<file path="src/rtl/multi_seq_pkg.sv">
// Shared types and constants for the sequential Booth multiplier.
package multi_seq_pkg;

  localparam int unsigned WIDTH          = 32;
  localparam int unsigned PWIDTH         = 64;
  localparam int unsigned FIX_LAT_CYCLES = 32;

  typedef enum logic [1:0] {NOP, ADD, SUB} digit_e;
  typedef enum logic       {IDLE, BUSY}    state_e;

  // Radix-2 Booth digit from the pair (b[i], b[i-1]).
  function automatic digit_e booth_op(input logic [1:0] pair);
    case (pair)
      2'b01:   return ADD;
      2'b10:   return SUB;
      default: return NOP;
    endcase
  endfunction

endpackage

</file>
<file path="src/rtl/multi_seq_booth_next_digit.sv">
// Priority encoder selecting the lowest unprocessed nonzero Booth digit.
module booth_next_digit
  import multi_seq_pkg::*;
#(
  parameter int unsigned WIDTH = multi_seq_pkg::WIDTH,
  localparam int unsigned IW   = $clog2(WIDTH)
) (
  input  logic [WIDTH:0]   mlier_ext,
  input  logic [WIDTH-1:0] done,
  output logic             found,
  output logic [IW-1:0]    index,
  output digit_e           op,
  output logic             last
);

  logic [WIDTH-1:0] nz;
  logic [WIDTH-1:0] cand;
  logic [WIDTH-1:0] lowest;

  always_comb begin
    nz    = '0;
    index = '0;
    for (int unsigned i = 0; i < WIDTH; i++) begin
      nz[i] = mlier_ext[i+1] ^ mlier_ext[i];
    end
    cand   = nz & ~done;
    lowest = cand & (~cand + WIDTH'(1));
    for (int unsigned i = 0; i < WIDTH; i++) begin
      if (lowest[i]) begin
        index = IW'(i);
      end
    end
    found = |cand;
    last  = ((cand & ~lowest) == '0);
    op    = found ? booth_op(mlier_ext[index +: 2]) : NOP;
  end

endmodule

</file>
<file path="src/rtl/multi_seq.sv">
// Sequential signed Booth multiplier, fixed (FIX_LT=1) or zero-skipping (FIX_LT=0) latency.
module multi_seq #(
  parameter int unsigned FIX_LT = 1,
  parameter int unsigned WIDTH  = multi_seq_pkg::WIDTH
) (
  input  logic                 clock,
  input  logic                 reset,
  input  logic [WIDTH-1:0]     mlier,
  input  logic [WIDTH-1:0]     mcand,
  output logic [2*WIDTH-1:0]   prodt,
  input  logic                 start,
  output logic                 valid
);
  import multi_seq_pkg::*;

  localparam int unsigned PW = 2 * WIDTH;
  localparam int unsigned IW = $clog2(WIDTH);

  state_e          state_q, state_d;
  logic            start_q, start_d;
  logic [WIDTH-1:0] mlier_q, mlier_d;
  logic [PW-1:0]   mcand_q, mcand_d;
  logic [PW-1:0]   acc_q, acc_d;
  logic [PW-1:0]   prodt_q, prodt_d;
  logic            valid_q, valid_d;
  logic [IW-1:0]   cnt_q, cnt_d;

  logic            capture;
  logic            busy;
  logic [WIDTH:0]  mlier_ext;
  logic [IW-1:0]   dig_idx;
  digit_e          dig_op;
  logic            complete;
  logic [PW-1:0]   addend;
  logic [PW-1:0]   acc_step;

  assign capture   = start && !start_q && (state_q == IDLE);
  assign busy      = (state_q == BUSY);
  assign mlier_ext = {mlier_q, 1'b0};

  if (FIX_LT != 0) begin : g_fixed
    assign dig_idx  = cnt_q;
    assign dig_op   = booth_op(mlier_ext[cnt_q +: 2]);
    assign complete = (cnt_q == IW'(FIX_LAT_CYCLES - 1));
  end else begin : g_var
    localparam logic [WIDTH-1:0] ONES = '1;
    logic             found;
    logic             last;
    logic [WIDTH-1:0] done_q, done_d;

    booth_next_digit #(.WIDTH(WIDTH)) u_next (
      .mlier_ext (mlier_ext),
      .done      (done_q),
      .found     (found),
      .index     (dig_idx),
      .op        (dig_op),
      .last      (last)
    );

    // The step-count cap never changes the result: a 32nd step is always the last digit.
    assign complete = !found || last || (cnt_q == IW'(WIDTH - 1));

    always_comb begin
      done_d = done_q;
      if (capture) begin
        done_d = '0;
      end else if (busy && found) begin
        done_d = done_q | (ONES >> (IW'(WIDTH - 1) - dig_idx));
      end
    end

    always_ff @(posedge clock or posedge reset) begin
      if (reset) begin
        done_q <= '0;
      end else begin
        done_q <= done_d;
      end
    end
  end

  assign addend = mcand_q << dig_idx;

  always_comb begin
    state_d = state_q;
    start_d = start;
    mlier_d = mlier_q;
    mcand_d = mcand_q;
    acc_d   = acc_q;
    prodt_d = prodt_q;
    valid_d = 1'b0;
    cnt_d   = cnt_q;
    case (dig_op)
      ADD:     acc_step = acc_q + addend;
      SUB:     acc_step = acc_q - addend;
      default: acc_step = acc_q;
    endcase
    case (state_q)
      IDLE: begin
        if (capture) begin
          mlier_d = mlier;
          mcand_d = {{WIDTH{mcand[WIDTH-1]}}, mcand};
          acc_d   = '0;
          cnt_d   = '0;
          state_d = BUSY;
        end
      end
      BUSY: begin
        acc_d = acc_step;
        cnt_d = cnt_q + IW'(1);
        if (complete) begin
          prodt_d = acc_step;
          valid_d = 1'b1;
          state_d = IDLE;
        end
      end
      default: state_d = IDLE;
    endcase
  end

  always_ff @(posedge clock or posedge reset) begin
    if (reset) begin
      state_q <= IDLE;
      start_q <= 1'b0;
      mlier_q <= '0;
      mcand_q <= '0;
      acc_q   <= '0;
      prodt_q <= '0;
      valid_q <= 1'b0;
      cnt_q   <= '0;
    end else begin
      state_q <= state_d;
      start_q <= start_d;
      mlier_q <= mlier_d;
      mcand_q <= mcand_d;
      acc_q   <= acc_d;
      prodt_q <= prodt_d;
      valid_q <= valid_d;
      cnt_q   <= cnt_d;
    end
  end

  assign prodt = prodt_q;
  assign valid = valid_q;

endmodule

</file>
<file path="config.mk">
export PLATFORM = sky130hd
export DESIGN_NAME = multi_seq
export DESIGN_NICKNAME = d
export VERILOG_FILES = /design/src/rtl/multi_seq_pkg.sv /design/src/rtl/multi_seq_booth_next_digit.sv /design/src/rtl/multi_seq.sv
export SDC_FILE = /design/constraint.sdc
export NUM_CORES = 1
export LEC_CHECK = 0
export CAP_MARGIN = 20
export CELL_PAD_IN_SITES_DETAIL_PLACEMENT = 1
export CELL_PAD_IN_SITES_GLOBAL_PLACEMENT = 1
export CORE_ASPECT_RATIO = 0.75
export CORE_UTILIZATION = 41
export CTS_BUF_LIST = sky130_fd_sc_hd__clkbuf_4 sky130_fd_sc_hd__clkbuf_8
export DETAILED_ROUTE_END_ITERATION = 16
export PLACE_DENSITY_LB_ADDON = 0.1
export SLEW_MARGIN = 20
export SYNTH_ARGS = -nofsm -noshare
export SYNTH_HDL_FRONTEND = slang
export SYNTH_HIERARCHICAL = 1
export SYNTH_SLANG_ARGS = --single-unit
export TNS_END_PERCENT = 100
</file>
<file path="constraint.sdc">
create_clock -name clock -period 15.7 [get_ports clock]
set_input_delay 1.57 -clock clock [delete_from_list [all_inputs] [get_ports clock]]
set_output_delay 1.57 -clock clock [all_outputs]
set_load 0.03 [all_outputs]
</file>
* Word-level counts from Yosys, hierarchy flattened
Index checks and enable logic that the tools add are counted.
** Word-level totals
- Bits in registers :: 200
- Bits in latches :: 0
- RAM bits :: 0
- ROM bits :: 0
- Input bits :: 67
- Output and inout port bits :: 65
- Memories kept :: 0
** Cells by class
- Add/subtract/negate cells :: 3
- Multiply operators :: 0
- Div/mod/pow operators :: 0
- Order comparisons :: 0
- Eq/ne operators :: 6
- Shift operators :: 2
- Mux-type cells :: 11
- Bitwise operators :: 1
- Reductions and logical operators :: 5
** Operators with widths (count)
- 64-bit case mux with 2 select lines :: 2
- 64-bit adder :: 1
- 64-bit two-way mux :: 1
- 64-bit by 5-bit left shift with 64-bit output :: 1
- 64-bit subtractor :: 1
- 33-bit by 6-bit indexed part select with 2-bit output :: 1
- 5-bit case mux with 2 select lines :: 1
- 5-bit by 1-bit adder with 5-bit output (second input constant) :: 1
- 5-bit == test (second input constant) :: 1
- 5-bit two-way mux :: 1
- 2-bit by 1-bit == test with 1-bit output (second input constant) :: 2
- 2-bit == test (second input constant) :: 2
- 1-bit two-way mux :: 4
- 2-bit case mux with 2 select lines :: 1
- 2-bit AND reduction :: 2
- 1-bit logical AND :: 2
- 2-bit != test (second input constant) :: 1
- 1-bit case mux with 2 select lines :: 1
- 1-bit logical NOT :: 1
- 1-bit NOT :: 1

* Depth between registers and ports, before layout
- Word-level depth :: 6
- Gate-level depth with buffers :: 32
- Depth with buffers taken out :: 23

* Least setup slack after synthesis
Ideal clock, no wire load.
- Path type :: register to register
- Start point :: register cnt_q[0]
- End point :: register acc_q[62]
- Setup time :: 0.131 ns
- Data arrival time :: 7.058 ns
- Path slack :: 8.511 ns
- Stages on the path, launching flop included :: 29
- Path buffers :: 10
- Clock period less this slack :: 7.189 ns
- Cell sequence :: dfrtp_1 buf_2 buf_4 buf_4 buf_4 buf_1 buf_1 mux4_2 mux4_2 mux2i_1 ha_1 clkbuf_1 clkbuf_1 buf_1 nor2_1 xnor2_1 ha_1 clkbuf_1 and4_1 o21ai_1 nor2_1 o31ai_1 a31oi_1 a31oi_1 o41ai_1 a21oi_1 o41ai_1 xnor2_1 o21ai_0
** On the way
- Word-level cells in the longest chain between the ends :: 6
- Elaborated cells between the ends (all ways) :: 11
** RTL lines
- start: declaration :: line multi_seq.sv:26 : logic [IW-1:0] cnt_q, cnt_d;
- start signal: assignment :: line multi_seq.sv:138 : cnt_q <= cnt_d;
- parallel branches: the longest is 4 deep, another holds 64-bit subtractor
- 64-bit case mux with 2 select lines * :: line multi_seq.sv:92 : case (dig_op)
- 64-bit case mux with 2 select lines * :: line multi_seq.sv:97 : case (state_q)
- end signal: assignment :: line multi_seq.sv:126 : acc_q <= '0;
- end signal: assignment :: line multi_seq.sv:135 : acc_q <= acc_d;
- end: declaration :: line multi_seq.sv:23 : logic [PW-1:0] acc_q, acc_d;
Every way passes the cells marked *.
A chain may end at the register's enable or synchronous reset.

* Final worst setup path
- Start point :: register cnt_q[3]
- End point :: register prodt_q[61], in the netlist prodt[61]
** On the way
- Word-level cells in the longest chain between the ends :: 5
- Elaborated cells between the ends (all ways) :: 12
** RTL lines
- parallel branches: the longest is 5 deep, another holds 64-bit subtractor
- end signal: assignment :: line multi_seq.sv:136 : prodt_q <= prodt_d;
- end: declaration :: line multi_seq.sv:24 : logic [PW-1:0] prodt_q, prodt_d;
Parallel ways; which one is timed is not known.

==> results.yml <==
route:
  drt_first_pass_iters: 5
  wl_per_cell_um: 24.2
  ant_nets: 0
  first_iter_violations: 1311
  totalWireLength_um: 63400
  drc_errors: 0
  routed_via_density: 6.22
  vias: 16300
worst_setup_path:
  path_class: "flop to flop"
  worst-path-max-fanout: 78
  startpoint_type: "flop"
  worstPathRequired_ps: 16180
  r2r_cells: 21
  end_kind: "flop"
  cp_data_arrival_time_ps: 9120
clock_network:
  clockBufferDepth: 2
  clockRootBuffer: "clkbuf_8"
  path_clk_slew_ps: 120
  tritoncts: "yes"
  post_cts_resized: 0
  cts_setup_buffers: 0
  postCtsHoldBufs: 0
  cts_buffers: 17
  clock-sinks: 200
  ctsHtreeMaxLevel: 4
  insertion_delay_ps: 560
sta:
  fin_setup_tns_ps: 0
  hold_viol: 0
  min_period_over_period: 0.550
  slew_headroom: 0.293
  max_freq_mhz: 116
  rsz0062_at_grt: "false"
  setup_viol_count_final: 0
  worstMarginPinSlew_ps: 1050
  drv_slew: 0
  finClkSkew_ps: 19.4
  min_period_ps: 8640
yosys:
  synth_top_cells_by_count: "nand2_1, dfrtp_1, o21ai_0, a21oi_1, nor2_1"
  yosysSeqAreaShare: 0.285
  synth_edf_count: 0
  ys_types: 87
  ys_warn_count: 6
  avgSynthCellArea_um2: 8.77
  yosysMostFrequentCell: "nand2_1"
  synth_fp_nets: 2140
  synth_top_area_frac: 0.285
  syn_area_mm2: 0.0176
  synth_top_area_cell: "dfrtp_1"
  synthArstFlopShare: 1.00
  synth_seq_cells: 200
  ys_top_cells_by_area: "dfrtp_1, mux4_2, mux2_2, o21ai_0, nand2_1"
  syn_inst: 2005
  ys.flop_type: "dfrtp_1"
floorplan:
  die-area_mm2: 0.0437
  core_mm2: 0.0421
  ios: 132
  die_width_um: 241
  start_util: 0.417
  rows: 65
  die_y_um: 181
min_path:
  hp-class: "flop to flop"
  hold_depth: 2
final_layout:
  fillers: 4992
  area_growth_pct: 11.2
  drive_above_1_share: 0.120
  fin_nets: 2171
  n_antenna_cell: 0
outcome:
  outcome: "finished clean"
global_route:
  grt_pass1_wl_um: 99300
  gr-usage-all-layers: 0.297
  grt_pass1_vias: 16400
  grt-ovfl-total: 0
  antenna_found_initial: 1
  grt_max_degree: 79
job:
  maxCapViolCount: 0
placed_design:
  port_buffers: 131
  dpl.hpwl_um: 47700
  place_congestion: 0.973
[cell families (layout without fill, tap and decap cells)]
| logic type | after synthesis | in the layout | share of synthesized area |
|---|---|---|---|
| AO/OA/AOI/OAI | 616 | 616 | 0.222 |
| XOR/XNOR | 113 | 113 | 0.0563 |
| adder cells (fa/ha/maj) | 68 | 68 | 0.0488 |
| buffers and inverters | 181 | 225 | 0.0458 |
| flip-flops | 200 | 200 | 0.285 |
| multiplexers | 234 | 234 | 0.186 |
| AND/OR/NAND/NOR | 593 | 593 | 0.156 |
[path summary, 6_finish.rpt]
check / from / end / slack [ps]
setup / recovery: cnt_q[3] / prodt[61] / 7060
min in group asynchronous: reset / cnt_q[4] / 1440
hold reg to reg: prodt[25] / prodt[25] / 490
hold / removal: prodt[25] / prodt[25] / 490
setup reg to reg: cnt_q[3] / prodt[61] / 7060
max in group asynchronous: reset / acc_q[46] / 12080
[per-layer routing]
metal / vias up / wire length, µm / global-route usage
li1: 7436 / - / -
met1: 8300 / 30300 / 0.435
met2: 472 / 28300 / 0.447
met3: 80 / 3620 / 0.0558
met4: 0 / 1140 / 0.0727
met5: - / 0 / 0
[per-stage QoR]
step	setup WS, ps	hold WS (ps)	util	cells	cell area [µm²]
global route	6740	509	0.464	2618	19500
floorplan	8510	470	-	2005	17600
detailed placement	7240	469	0.454	2586	19100
global placement	7470	461	0.454	2586	19100
CTS	7230	494	0.464	2618	19500
finish	7060	486	0.464	2618	19500
[area by class of cell]
class | instances | area [µm²] | area share
well taps | 569 | 712 | 0.0364
flip-flops and latches | 200 | 5020 | 0.257
clock inverters | 13 | 133 | 0.00679
repair buffers | 153 | 1480 | 0.0756
multi-input cells | 1624 | 11800 | 0.603
clock buffers | 19 | 262 | 0.0134
inverters | 40 | 158 | 0.00807
[state kept, by name (all words and copies together) (netlist names)]
signal	flops
mlier_q	32
acc_q	64
busy	1
cnt_q	5
prodt	64
start_q	1
mcand_q	32
valid	1
[placed cells by master, fill, tap and decap left out, types with 43 or more instances in the layout]
cell type	Yosys	layout
a21oi_1	160	159
clkdlybuf4s50_1	0	131
dfrtp_1	200	195
ha_1	67	66
mux2_2	89	89
mux2i_1	79	79
mux4_2	61	61
nand2_1	245	244
nand3_1	43	43
nor2_1	137	136
o21ai_0	184	184
xnor2_1	74	74
[critical path, cell delays in order (launching register included)]
cell and delay, ps:
dfrtp_2 360, buf_4 720, clkinv_1 980, mux4_2 770, mux2i_1 190, ha_2 200
buf_4 510, inv_1 550, o21ai_0 210, a22oi_1 90, ha_1 370, o21ai_0 170
a211oi_1 270, o21ai_0 180, a21oi_1 510, o31ai_1 240, o211ai_1 690, nand3b_1 370
a21oi_1 370, or4_1 170, or3b_2 440, a21oi_1 140
Power is not shown: default switching activity piles up to over one toggle a cycle in this logic, so the estimate is an artifact.
